--- config.mk ---
export PLATFORM = sky130hd
export DESIGN_NAME = debounce_multi
export DESIGN_NICKNAME = d
export VERILOG_FILES = /design/src/rtl/debounce_pkg.sv /design/src/rtl/debounce_ch.sv /design/src/rtl/debounce_multi.sv
export SDC_FILE = /design/constraint.sdc
export NUM_CORES = 1
export LEC_CHECK = 0
export BUFFER_PORTS_ARGS = -buffer_cell sky130_fd_sc_hd__buf_2
export CAP_MARGIN = 20
export CORE_MARGIN = 5
export CORE_UTILIZATION = 45
export CTS_BUF_LIST = sky130_fd_sc_hd__clkbuf_2
export DETAILED_ROUTE_END_ITERATION = 8
export HOLD_SLACK_MARGIN = 0.12
export MAX_ROUTING_LAYER = met4
export PLACE_DENSITY = 0.63
export SLEW_MARGIN = 10
export SYNTH_ARGS = -nofsm -noshare
export SYNTH_HDL_FRONTEND = slang
export SYNTH_SLANG_ARGS = --single-unit
--- constraint.sdc ---
create_clock -name CLK -period 2.9 [get_ports CLK]
set_clock_uncertainty 0.2 [all_clocks]
set_input_delay 0.145 -clock CLK [delete_from_list [all_inputs] [get_ports CLK]]
set_output_delay 0.145 -clock CLK [all_outputs]
set_load 0.02 [all_outputs]
--- src/rtl/debounce_pkg.sv ---
// Shared state encoding for the per-channel debounce FSM.
package debounce_pkg;

  typedef enum logic [1:0] {
    STABLE_LO = 2'd0,
    WAIT_HI   = 2'd1,
    STABLE_HI = 2'd2,
    WAIT_LO   = 2'd3
  } state_e;

endpackage

--- src/rtl/debounce_ch.sv ---
// One debounce channel: synchroniser, stability counter, 4-state FSM and registered strobes.
// Optional long-press hold counter is built only when DEBOUNCE_LONGPRESS_EN is defined.
module debounce_ch
  import debounce_pkg::*;
#(
  parameter int CNT_W       = 16,
  parameter int STABLE_CNT  = 50000,
  parameter int SYNC_STAGES = 2,
  parameter int LONG_CNT    = 60000
) (
  input  logic clk_i,
  input  logic reset_i,
  input  logic raw_i,
  output logic clean_o,
  output logic rise_o,
  output logic fall_o,
  output logic long_o
);

  localparam logic [CNT_W-1:0] CNT_LAST = CNT_W'(STABLE_CNT - 1);
  localparam logic [CNT_W-1:0] CNT_ONE  = CNT_W'(1);

  if (STABLE_CNT < 2 || SYNC_STAGES < 2 || LONG_CNT < 1 ||
      (STABLE_CNT >> CNT_W) != 0 || (LONG_CNT >> CNT_W) != 0) begin : g_bad_params
    $error("debounce_ch: illegal parameter combination");
  end

  logic [SYNC_STAGES-1:0] sync_q;
  logic                   s;
  state_e                 state_q;
  logic [CNT_W-1:0]       cnt_q;
  logic                   clean_q, rise_q, fall_q;

  assign s = sync_q[SYNC_STAGES-1];

  always_ff @(posedge clk_i) begin
    if (reset_i) sync_q <= '0;
    else         sync_q <= {sync_q[SYNC_STAGES-2:0], raw_i};
  end

  always_ff @(posedge clk_i) begin
    if (reset_i) begin
      state_q <= STABLE_LO;
      cnt_q   <= '0;
      clean_q <= 1'b0;
      rise_q  <= 1'b0;
      fall_q  <= 1'b0;
    end else begin
      rise_q <= 1'b0;
      fall_q <= 1'b0;
      case (state_q)
        STABLE_LO, STABLE_HI: begin
          if (s != clean_q) begin
            state_q <= (state_q == STABLE_LO) ? WAIT_HI : WAIT_LO;
            cnt_q   <= CNT_ONE;
          end else begin
            cnt_q <= '0;
          end
        end
        WAIT_HI, WAIT_LO: begin
          // Any revert to the accepted level throws the partial count away.
          if (s == clean_q) begin
            state_q <= clean_q ? STABLE_HI : STABLE_LO;
            cnt_q   <= '0;
          end else if (cnt_q == CNT_LAST) begin
            clean_q <= s;
            rise_q  <= s;
            fall_q  <= ~s;
            state_q <= s ? STABLE_HI : STABLE_LO;
            cnt_q   <= '0;
          end else begin
            cnt_q <= cnt_q + CNT_ONE;
          end
        end
      endcase
    end
  end

  assign clean_o = clean_q;
  assign rise_o  = rise_q;
  assign fall_o  = fall_q;

`ifdef DEBOUNCE_LONGPRESS_EN
  localparam logic [CNT_W-1:0] LONG_MAX = CNT_W'(LONG_CNT);
  localparam logic [CNT_W-1:0] LONG_PRE = CNT_W'(LONG_CNT - 1);

  logic [CNT_W-1:0] hold_q;
  logic             long_q;

  // Saturation at LONG_MAX guarantees a single pulse per press.
  always_ff @(posedge clk_i) begin
    if (reset_i || !clean_q) begin
      hold_q <= '0;
      long_q <= 1'b0;
    end else begin
      if (hold_q != LONG_MAX) hold_q <= hold_q + CNT_ONE;
      long_q <= (hold_q == LONG_PRE);
    end
  end

  assign long_o = long_q;
`else
  assign long_o = 1'b0;
`endif

endmodule

--- src/rtl/debounce_multi.sv ---
// N-channel debouncer top: wiring only, one debounce_ch per input bit.
// LONG is live only when DEBOUNCE_LONGPRESS_EN is defined.
module debounce_multi #(
  parameter int N_CH        = 4,
  parameter int CNT_W       = 16,
  parameter int STABLE_CNT  = 50000,
  parameter int SYNC_STAGES = 2,
  parameter int LONG_CNT    = 60000
) (
  input  logic            CLK,
  input  logic            reset,
  input  logic [N_CH-1:0] RAW,
  output logic [N_CH-1:0] CLEAN,
  output logic [N_CH-1:0] RISE,
  output logic [N_CH-1:0] FALL,
  output logic [N_CH-1:0] LONG
);

  for (genvar i = 0; i < N_CH; i++) begin : g_ch
    debounce_ch #(
      .CNT_W      (CNT_W),
      .STABLE_CNT (STABLE_CNT),
      .SYNC_STAGES(SYNC_STAGES),
      .LONG_CNT   (LONG_CNT)
    ) u_ch (
      .clk_i  (CLK),
      .reset_i(reset),
      .raw_i  (RAW[i]),
      .clean_o(CLEAN[i]),
      .rise_o (RISE[i]),
      .fall_o (FALL[i]),
      .long_o (LONG[i])
    );
  end

endmodule
# Yosys cells after proc, flatten, opt, wreduce, memory -nomap -nowiden

Index checks and enable logic that the tools add are counted.

Bits in registers: 92
Input bits: 6
Output and inout bits: 16
Logic and storage cells: 144

Add/sub/neg operators: 4
Equality and inequality tests: 32
Multiplexer cells: 44
Bitwise gates (word level): 16
Reductions and logical operators: 24

Operators with widths:

| operator                                             | count |
|---|---|
| 2-to-1 mux 16 bit                                    | 8 |
| case mux 16 bit (2 select lines)                     | 4 |
| adder 16 x 1 -> 16 bit (second input constant)       | 4 |
| equality test 16 bit (second input constant)         | 4 |
| 2-to-1 mux 2 bit                                     | 24 |
| equality test 2 bit (second input constant)          | 8 |
| inverter 1 bit                                       | 16 |
| case mux 2 bit (2 select lines)                      | 4 |
| OR reduction 2 bit                                   | 8 |
| OR reduction 4 bit                                   | 4 |
| != test 3 x 1 -> 1 bit (second input constant)       | 4 |
| AND reduction 3 bit                                  | 4 |
| equality test 2 x 1 -> 1 bit (second input constant) | 4 |
| logical NOT 2 bit                                    | 4 |
| != test 2 x 1 -> 1 bit (second input constant)       | 4 |
| AND reduction 2 bit                                  | 4 |
| equality test 1 bit                                  | 4 |
| 2-to-1 mux 1 bit                                     | 4 |
| != test 1 bit                                        | 4 |

# Logic depth before layout (Yosys ltp)

Gate-level depths: netlist (run 1).

Word-level depth: 4
Gate-level depth with buffers: 7
Mapped depth without buffers: 5

# Cells and area by module

From an unflattened synthesis (run 1), not the netlist that was laid out.

Cells, all modules: 407
Area, all modules: 3727.3 um^2

Modules (own cells, without submodules):

| module                          | instances | cells an instance | area each (um^2) | seq. area each (um^2) |
|---|---|---|---|---|
| debounce_ch at g_ch[0].u_ch ... | 3         | 102               | 930.9            | 440.4 |
| debounce_ch at g_ch[3].u_ch     | 1         | 101               | 934.6            | 440.4 |

# Worst setup path after synthesis (run 1)

OpenSTA, ideal clock, no wires.

Path type: reg2reg
From: register g_ch[1].u_ch.cnt_q[12]
To: register g_ch[1].u_ch.cnt_q[11]
Setup time: 0.115 ns
Data arrival time: 1.622 ns
Data required time: 2.585 ns
Slack: 0.963 ns
Stages on the path, launching flop included: 6
Buffers on the path: 1
Clock period less this slack: 1.937 ns
Cell sequence: dfxtp_1 or4_4 nor4_4 nand2b_2 buf_6 nor2_1

Cells in the longest elaborated chain, start to end: 4

Ends and longest elaborated chain:

| item                             | line              | RTL |
|---|---|---|
| start, declared                  | debounce_ch.sv:31 | `logic [CNT_W-1:0] cnt_q;` |
| start signal, assigned           | debounce_ch.sv:72 | `cnt_q <= cnt_q + CNT_ONE;` |
| equality test 16 bit             | debounce_ch.sv:65 | `end else if (cnt_q == CNT_LAST) begin` |
| 2-to-1 mux 16 bit                | debounce_ch.sv:65 |  |
| 2-to-1 mux 16 bit                | debounce_ch.sv:62 | `if (s == clean_q) begin` |
| case mux 16 bit (2 select lines) | debounce_ch.sv:51 | `case (state_q)` |

Every way passes these cells.
A chain may end at the register's enable or synchronous reset.

# Worst setup path in the final report (run 1)

From: register g_ch[3].u_ch.cnt_q[5]
To: register g_ch[3].u_ch.cnt_q[6]

Cells in the longest elaborated chain, start to end: 4
Elaborated cells between the ends (all ways): 5
Classes of those cells: add/sub: 1; eq/ne: 1; mux: 3

Ends and longest elaborated chain:

| item                                                           | line |
|---|---|
| start, declared                                                | debounce_ch.sv:31 |
| start signal, assigned                                         | debounce_ch.sv:72 |
| adder 16 x 1 -> 16 bit or equality test 16 bit (tied branches) | debounce_ch.sv:72, debounce_ch.sv:65 |
| 2-to-1 mux 16 bit *                                            | debounce_ch.sv:65 |
| 2-to-1 mux 16 bit *                                            | debounce_ch.sv:62 |
| case mux 16 bit (2 select lines) *                             | debounce_ch.sv:51 |

Mark *: on every way between the ends. The rest lies on a longest branch, timed or not.

==> metrics.cfg, run 1 <==
[global_routing]
grt_pass1_vias=2630
overflow=0
maximum_number_of_pins_on_one_net_before_global_route_repair=18
grt_first_pass_wirelength_um=11400
grt_util_all_layers_pct=13.8
grt_antenna_before_repair=0

[route]
vias=2803
detail_route.drc_violations=0
ant_nets=0
detail_route.wl_per_cell_um=11.8
first_iter_violations=65
via_per_inst=5.11
firstDrtPassIters=4
detail_route.wirelength_um=6470

[critical_path]
critPathCaptureType=flop
r2r_end=g_ch[3].u_ch.cnt_q[6]
timing.critical_path.from=g_ch[3].u_ch.cnt_q[5]
worst-endpoint-required_ns=3.10
path_class=flop to flop
startpoint_type=flop
crit_fanout=14
critical_path_arrival_ns=2.37
setup.reg_to_reg.worst_slack_ns=0.73
critPathCapture=g_ch[3].u_ch.cnt_q[6]
reg2reg_depth=4
r2r_start=g_ch[3].u_ch.cnt_q[5]

[placement]
portBuffers=17
dpl-instance-area_sq_um=3870
hpwl_um=4570
gp_congestion=0.758

[floorplanning]
die_height_um=102
die_w_um=102
initial_core_util_pct=46.4
design.portCount=22
num_rows=33
fp.dieArea_sq_um=10400
core_region_area_sq_um=8220

[clocking]
clockRootBuffer=sky130_fd_sc_hd__clkbuf_2
tritoncts=built
cts-buffers-inserted=9
post-cts-setup-buffer-count=0
clk_pin_slew_worst_paths_ns=0.21
ctsHtreeMaxLevel=3
clk-insertion-delay-late_ns=0.51
clock-sinks=88
max-clock-path-buffers=2

[cells_and_area]
final_layout_size_suffix_gt1_share_pct=9.68
num-nets-final=449
syn2layout_area_growth_pct=7.49
postLayoutCellArea_sq_um=4100
final.fill_count=790
postLayoutCoreUtil_pct=49.8
ant_diodes=0

[timing]
worst_slew_margin_rel_pct=62.5
setup_viol=0
period_minus_slack_ns=2.17
min_period_over_period_pct=74.8
drv_slew=0
final.setup.tns_ns=0
final_hold_viol_count=0
rsz0062_at_grt=no
fmax_ghz=0.461
timing_worst_slew_pin_value_ns=0.561

[logic_synthesis]
part_of_the_yosys_area_used_for_sequential_elements_pct=46.2
synthArstFlopShare_pct=0
synth.ff_latch_count=88
synth.most_common_cell=sky130_fd_sc_hd__dfxtp_1
synth_edf_count=0
number_of_instances_in_the_synthesized_netlist=421
synth_area_per_cell_sq_um=9.05
yosysTopAreaCell=sky130_fd_sc_hd__dfxtp_1
synth-warning-count=0
syn-cell-area_sq_um=3810
count_of_different_cell_masters_after_synthesis=46
synth_largest_type_area_fraction_pct=46.2
post_synth_main_area_contributors=sky130_fd_sc_hd__dfxtp_1 (46%), sky130_fd_sc_hd__xnor2_1 (9.9%), sky130_fd_sc_hd__nor2_1 (6.5%)
leading_post_synthesis_cells_by_instance_count=sky130_fd_sc_hd__dfxtp_1 (88), sky130_fd_sc_hd__nor2_1 (66), sky130_fd_sc_hd__xnor2_1 (43), sky130_fd_sc_hd__nand3_1 (27), sky130_fd_sc_hd__inv_1 (20)
yosys_most_used_dff=sky130_fd_sc_hd__dfxtp_1

[power]
power.static_leakage_nw=1.25
power-per-cell-area_nw_per_um2=454
ir_drop_worst_vdd_mv=0.189

[run]
cap_violations=0

[run_status]
status=completed

[hold_path]
worst_hold_path_type=flop to flop
hp-start=g_ch[3].u_ch.sync_q[0]

==> state kept, by name, indices dropped and copies added, names as in the netlist <==
signal,count
g_ch.u_ch.cnt_q,64
g_ch.u_ch.sync_q,8
g_ch.u_ch.clean_o,4
g_ch.u_ch.fall_o,4
g_ch.u_ch.rise_o,4
g_ch.u_ch.state_q,4
==> cells in the final DEF, fill, tap and decap left out, types with 3 or more instances in the layout <==
master,count
sky130_fd_sc_hd__nand3_1,27
sky130_fd_sc_hd__and3_1,6
sky130_fd_sc_hd__conb_1,4
sky130_fd_sc_hd__nor2b_1,8
sky130_fd_sc_hd__o21ai_0,4
sky130_fd_sc_hd__buf_2,17
sky130_fd_sc_hd__dfxtp_1,88
sky130_fd_sc_hd__or3_1,5
sky130_fd_sc_hd__ha_1,4
sky130_fd_sc_hd__inv_1,20
sky130_fd_sc_hd__nor3_1,17
sky130_fd_sc_hd__xor2_1,12
sky130_fd_sc_hd__and4_1,4
sky130_fd_sc_hd__clkinvlp_4,3
sky130_fd_sc_hd__nor2_1,66
sky130_fd_sc_hd__nand2_1,17
sky130_fd_sc_hd__xnor2_1,43
sky130_fd_sc_hd__nor4_1,17
sky130_fd_sc_hd__dlygate4sd3_1,11
sky130_fd_sc_hd__nand4_1,14
sky130_fd_sc_hd__o21a_1,3
sky130_fd_sc_hd__a211oi_1,3
sky130_fd_sc_hd__nor4bb_1,3
sky130_fd_sc_hd__a21oi_1,8
sky130_fd_sc_hd__clkbuf_2,10
==> per-stage QoR <==
stage | std cells | power, W | setup WS, ns | hold slack, ns
floorplan | 424 | 0.00127 | 0.963 | 0.0732
global placement | 522 | 0.00128 | 0.801 | 0.156
detailed placement | 522 | 0.00128 | 0.712 | 0.158
CTS | 549 | 0.00189 | 0.684 | 0.264
global route | 549 | 0.00195 | 0.543 | 0.255
finish | 549 | 0.00186 | 0.731 | 0.261
==> worst max-delay path, stage by stage (launching register included) <==
cell	delay (ns)
sky130_fd_sc_hd__dfxtp_1	0.39
sky130_fd_sc_hd__or4b_1	0.56
sky130_fd_sc_hd__nor4_4	0.37
sky130_fd_sc_hd__or2b_1	0.46
sky130_fd_sc_hd__nor2_1	0.10
==> cells by family after synthesis <==
logic type / synth area share (%)
and+or+nand+nor: 28.7
DFF: 46.2
xor gates and xnor gates: 12.6
buffers and inverters: 6.44
AOI/OAI and AO/OA: 4.56
adders and majority gates: 1.31
other: 0.0984
==> per-layer routing <==
layer	track usage, %	share of wire, %
met5	-	0
met4	6.66	1.1
met3	2.46	2.8
met2	21.4	45
met1	17.4	51
==> power by group <==
group	switching (W)	internal, W
clock	0.000400	0.000196
sequential	0.00000677	0.00122
combinational	0.0000177	0.0000194
total	0.000425	0.00144
==> worst min path at each step <==
stage,to,slack (ns),depth (start not counted)
floorplan,g_ch[0].u_ch.sync_q[0],0.07,1
global placement,g_ch[1].u_ch.sync_q[0],0.16,2
detailed placement,g_ch[1].u_ch.sync_q[0],0.16,2
CTS,g_ch[3].u_ch.sync_q[1],0.26,1
global route,g_ch[3].u_ch.sync_q[1],0.26,1
finish,g_ch[3].u_ch.sync_q[1],0.26,1
==> repair_timing <==
action | CTS | global route
resized for setup | 0 | 0
hold buffers | 11 | 0
endpoints found under the hold margin | 29 | 0
==> cell type report <==
type | count | area [sq um] | share of cell area [%]
multi-input combinational | 291 | 1810 | 44.3
clock buffer | 10 | 50.0 | 1.22
clock inverter | 6 | 60.1 | 1.47
sequential | 88 | 1760 | 43.0
tap | 105 | 131 | 3.21
inverter | 20 | 75.1 | 1.83
timing repair buffer | 29 | 203 | 4.95
No activity file was read; power rests on OpenSTA's default activity.
==> run 2: changes to the inputs <==
--- a/config.mk
+++ b/config.mk
@@ -13,7 +13,7 @@
 export DETAILED_ROUTE_END_ITERATION = 8
 export HOLD_SLACK_MARGIN = 0.12
 export MAX_ROUTING_LAYER = met4
-export PLACE_DENSITY = 0.63
+export PLACE_DENSITY = 0.65
 export SLEW_MARGIN = 10
 export SYNTH_ARGS = -nofsm -noshare
 export SYNTH_HDL_FRONTEND = slang
==> constraint.sdc (replaced) <==
create_clock -name CLK -period 1.9 [get_ports CLK]
set_clock_uncertainty 0.2 [all_clocks]
set_input_delay 0.095 -clock CLK [delete_from_list [all_inputs] [get_ports CLK]]
set_output_delay 0.095 -clock CLK [all_outputs]
set_load 0.02 [all_outputs]
==> run 2 against run 1 <==
  * Routed wire length grew 6.7%
  * Clock power is 58% higher
  * Flip-flop and latch count unchanged
  * Final cell count grew 6.7%
  * Maximum frequency is 17% higher
  * Die area is the same
  * Critical endpoint is now g_ch[3].u_ch.clean_o
  * Largest power group unchanged
  * Highest routed layer unchanged
==> metrics.cfg, run 2 (synthesis gave the netlist of run 1 again) <==
[run_status]
status=completed

[floorplanning]
design.portCount=22  ; unchanged
fp.dieArea_sq_um=10400  ; unchanged
die_w_um=102  ; unchanged
initial_core_util_pct=46.4  ; unchanged
core_region_area_sq_um=8220  ; unchanged
die_height_um=102  ; unchanged
num_rows=33  ; unchanged

[clocking]
clk_pin_slew_worst_paths_ns=0.22  ; about the same
cts-buffers-inserted=9  ; unchanged
clock-sinks=88  ; unchanged
tritoncts=built
ctsHtreeMaxLevel=3  ; unchanged
clockRootBuffer=sky130_fd_sc_hd__clkbuf_2
max-clock-path-buffers=2  ; unchanged
clk-insertion-delay-late_ns=0.52  ; about the same

[route]
via_per_inst=5.01  ; -2.0%
detail_route.wirelength_um=6910  ; +6.7%
vias=2933  ; +4.6%
firstDrtPassIters=4  ; unchanged
ant_nets=0  ; unchanged
first_iter_violations=80  ; +23%
detail_route.drc_violations=0  ; unchanged
detail_route.wl_per_cell_um=11.8  ; about the same

[hold_path]
worst_hold_path_type=primary input to flop

[cells_and_area]
largest_reg_flops=64  ; unchanged
syn2layout_area_growth_pct=16.6
final.fill_count=736  ; -6.8%
layout_common_cells=sky130_fd_sc_hd__dfxtp_1 (76), sky130_fd_sc_hd__nor2_1 (66), sky130_fd_sc_hd__xnor2_1 (43), sky130_fd_sc_hd__buf_4 (35), sky130_fd_sc_hd__nand3_1 (26)
num-nets-final=486  ; +8.2%
final_layout_size_suffix_gt1_share_pct=20.0  ; +10 points
max_flop_register=g_ch.u_ch.cnt_q
ant_diodes=0  ; unchanged
layout_top_registers=g_ch.u_ch.cnt_q x64, g_ch.u_ch.sync_q x8
count_of_placed_standard_cells_in_the_final_layout_fillers_left_out=586  ; +6.7%
layout.cells.most_common=sky130_fd_sc_hd__dfxtp_1

[power]
ir_drop_worst_vdd_mv=0.325  ; +72%
power-per-cell-area_nw_per_um2=648  ; +43%
totalPowerFinal_w=0.00288  ; +55%
power.static_leakage_nw=1.47  ; +18%

[run]
cap_violations=0  ; unchanged

[critical_path]
critical_path_arrival_ns=2.12  ; -0.25 ns
timing.critical_path.from=g_ch[3].u_ch.cnt_q[5]
crit_fanout=5  ; -9
critPathCapture=g_ch[3].u_ch.clean_o
r2r_end=g_ch[3].u_ch.clean_o
setup.reg_to_reg.worst_slack_ns=0.05  ; -0.68 ns
r2r_start=g_ch[3].u_ch.cnt_q[5]
reg2reg_depth=5  ; +1
critPathCaptureType=flop
startpoint_type=flop
worst-endpoint-required_ns=2.17  ; -0.93 ns
path_class=flop to flop

[global_routing]
gr-usage-met3_pct=2.39  ; -0.068 points
use_met1_pct=18.8  ; +1.4 points
grt_first_pass_wirelength_um=12100  ; +6.1%
grt_antenna_before_repair=0  ; unchanged
grt_pass1_vias=2782  ; +5.8%
gr-max-usage-layer=met2
globalRouteMet2Util_pct=23.0  ; +1.6 points
overflow=0  ; unchanged
grt_util_all_layers_pct=14.6  ; +0.80 points
maximum_number_of_pins_on_one_net_before_global_route_repair=16  ; -2

[timing]
finalHoldWorstSlack_ns=0.254  ; -0.00731 ns
setup_viol=0  ; unchanged
drv_slew=0  ; unchanged
fmax_ghz=0.541  ; +17%
final_hold_viol_count=0  ; unchanged
rsz0062_at_grt=yes
timing_worst_slew_pin_value_ns=0.509  ; -0.0522 ns
period_minus_slack_ns=1.85  ; -0.319 ns
worst_slew_margin_rel_pct=65.8  ; +3.3 points
min_period_over_period_pct=97.4  ; +23 points

[placement]
place_inst=553  ; +5.9%
hpwl_um=4920  ; +7.6%
portBuffers=17  ; unchanged
gp_congestion=0.854  ; +13%

## run 2: metal layers
layer	up-vias	share of wire, %
li1	1535	-
met1	1358	49
met2	35	47
met3	5	2.6
met4	0	1.0
met5	-	0
## run 2: worst min-delay path by stage
| stage | startpoint | endpoint | slack (ns) | cells past startpoint |
|---|---|---|---|---|
| 2_1_floorplan | RAW[0] | g_ch[0].u_ch.sync_q[0] | 0.02 | 1 |
| 3_3_place_gp | RAW[2] | g_ch[2].u_ch.sync_q[0] | 0.12 | 2 |
| 3_5_place_dp | RAW[2] | g_ch[2].u_ch.sync_q[0] | 0.12 | 2 |
| 4_1_cts | reset | g_ch[2].u_ch.clean_o | 0.21 | 3 |
| 5_1_grt | reset | g_ch[1].u_ch.clean_o | 0.23 | 3 |
| 6_report | reset | g_ch[1].u_ch.clean_o | 0.25 | 3 |
## run 2: layout make-up
class                   instances  area [sq um]  share of cell area [%]
clock inverters                 7          72.6                    1.63
inverters                      20          75.1                    1.69
well taps                     105           131                    2.96
clock buffers                   9          45.0                    1.01
flip-flops and latches         88          1780                    40.0
repair buffers                 66           499                    11.2
multi-input cells             291          1840                    41.5
## run 2: power breakdown
group / internal (W) / total, W / switching [W]
combinational: 0.0000351 / 0.0000645 / 0.0000294
clock: 0.000305 / 0.000940 / 0.000635
sequential: 0.00186 / 0.00187 / 0.0000101
## run 2: timing repair
item / in CTS / in global routing
gates resized for setup: 1 / 15
pin swaps: 0 / 5
endpoints found under the hold margin: 45 / 0
endpoints found under the setup margin: 1 / 12
buffers inserted: 1 / 4
hold buffers: 12 / 0
## run 2: critical path: stages, from the launching register on
cell	delay [ns]
sky130_fd_sc_hd__dfxtp_2	0.38
sky130_fd_sc_hd__or4b_4	0.54
sky130_fd_sc_hd__nor4_4	0.24
sky130_fd_sc_hd__buf_4	0.18
sky130_fd_sc_hd__and3_1	0.16
sky130_fd_sc_hd__o21ba_2	0.13
## run 2: per-stage QoR
stage,cell area (sq um),setup TNS (ns),utilization (%),worst slack [ns]
after detailed placement,4130,0,50.3,0.00410
after CTS,4380,0,53.3,0.00496
after global placement,4130,0,50.3,0.0429
final,4440,0,54.1,0.0499
after global routing,4440,-0.0716,54.1,-0.0123
after floorplan,3830,-0.0920,-,-0.0113
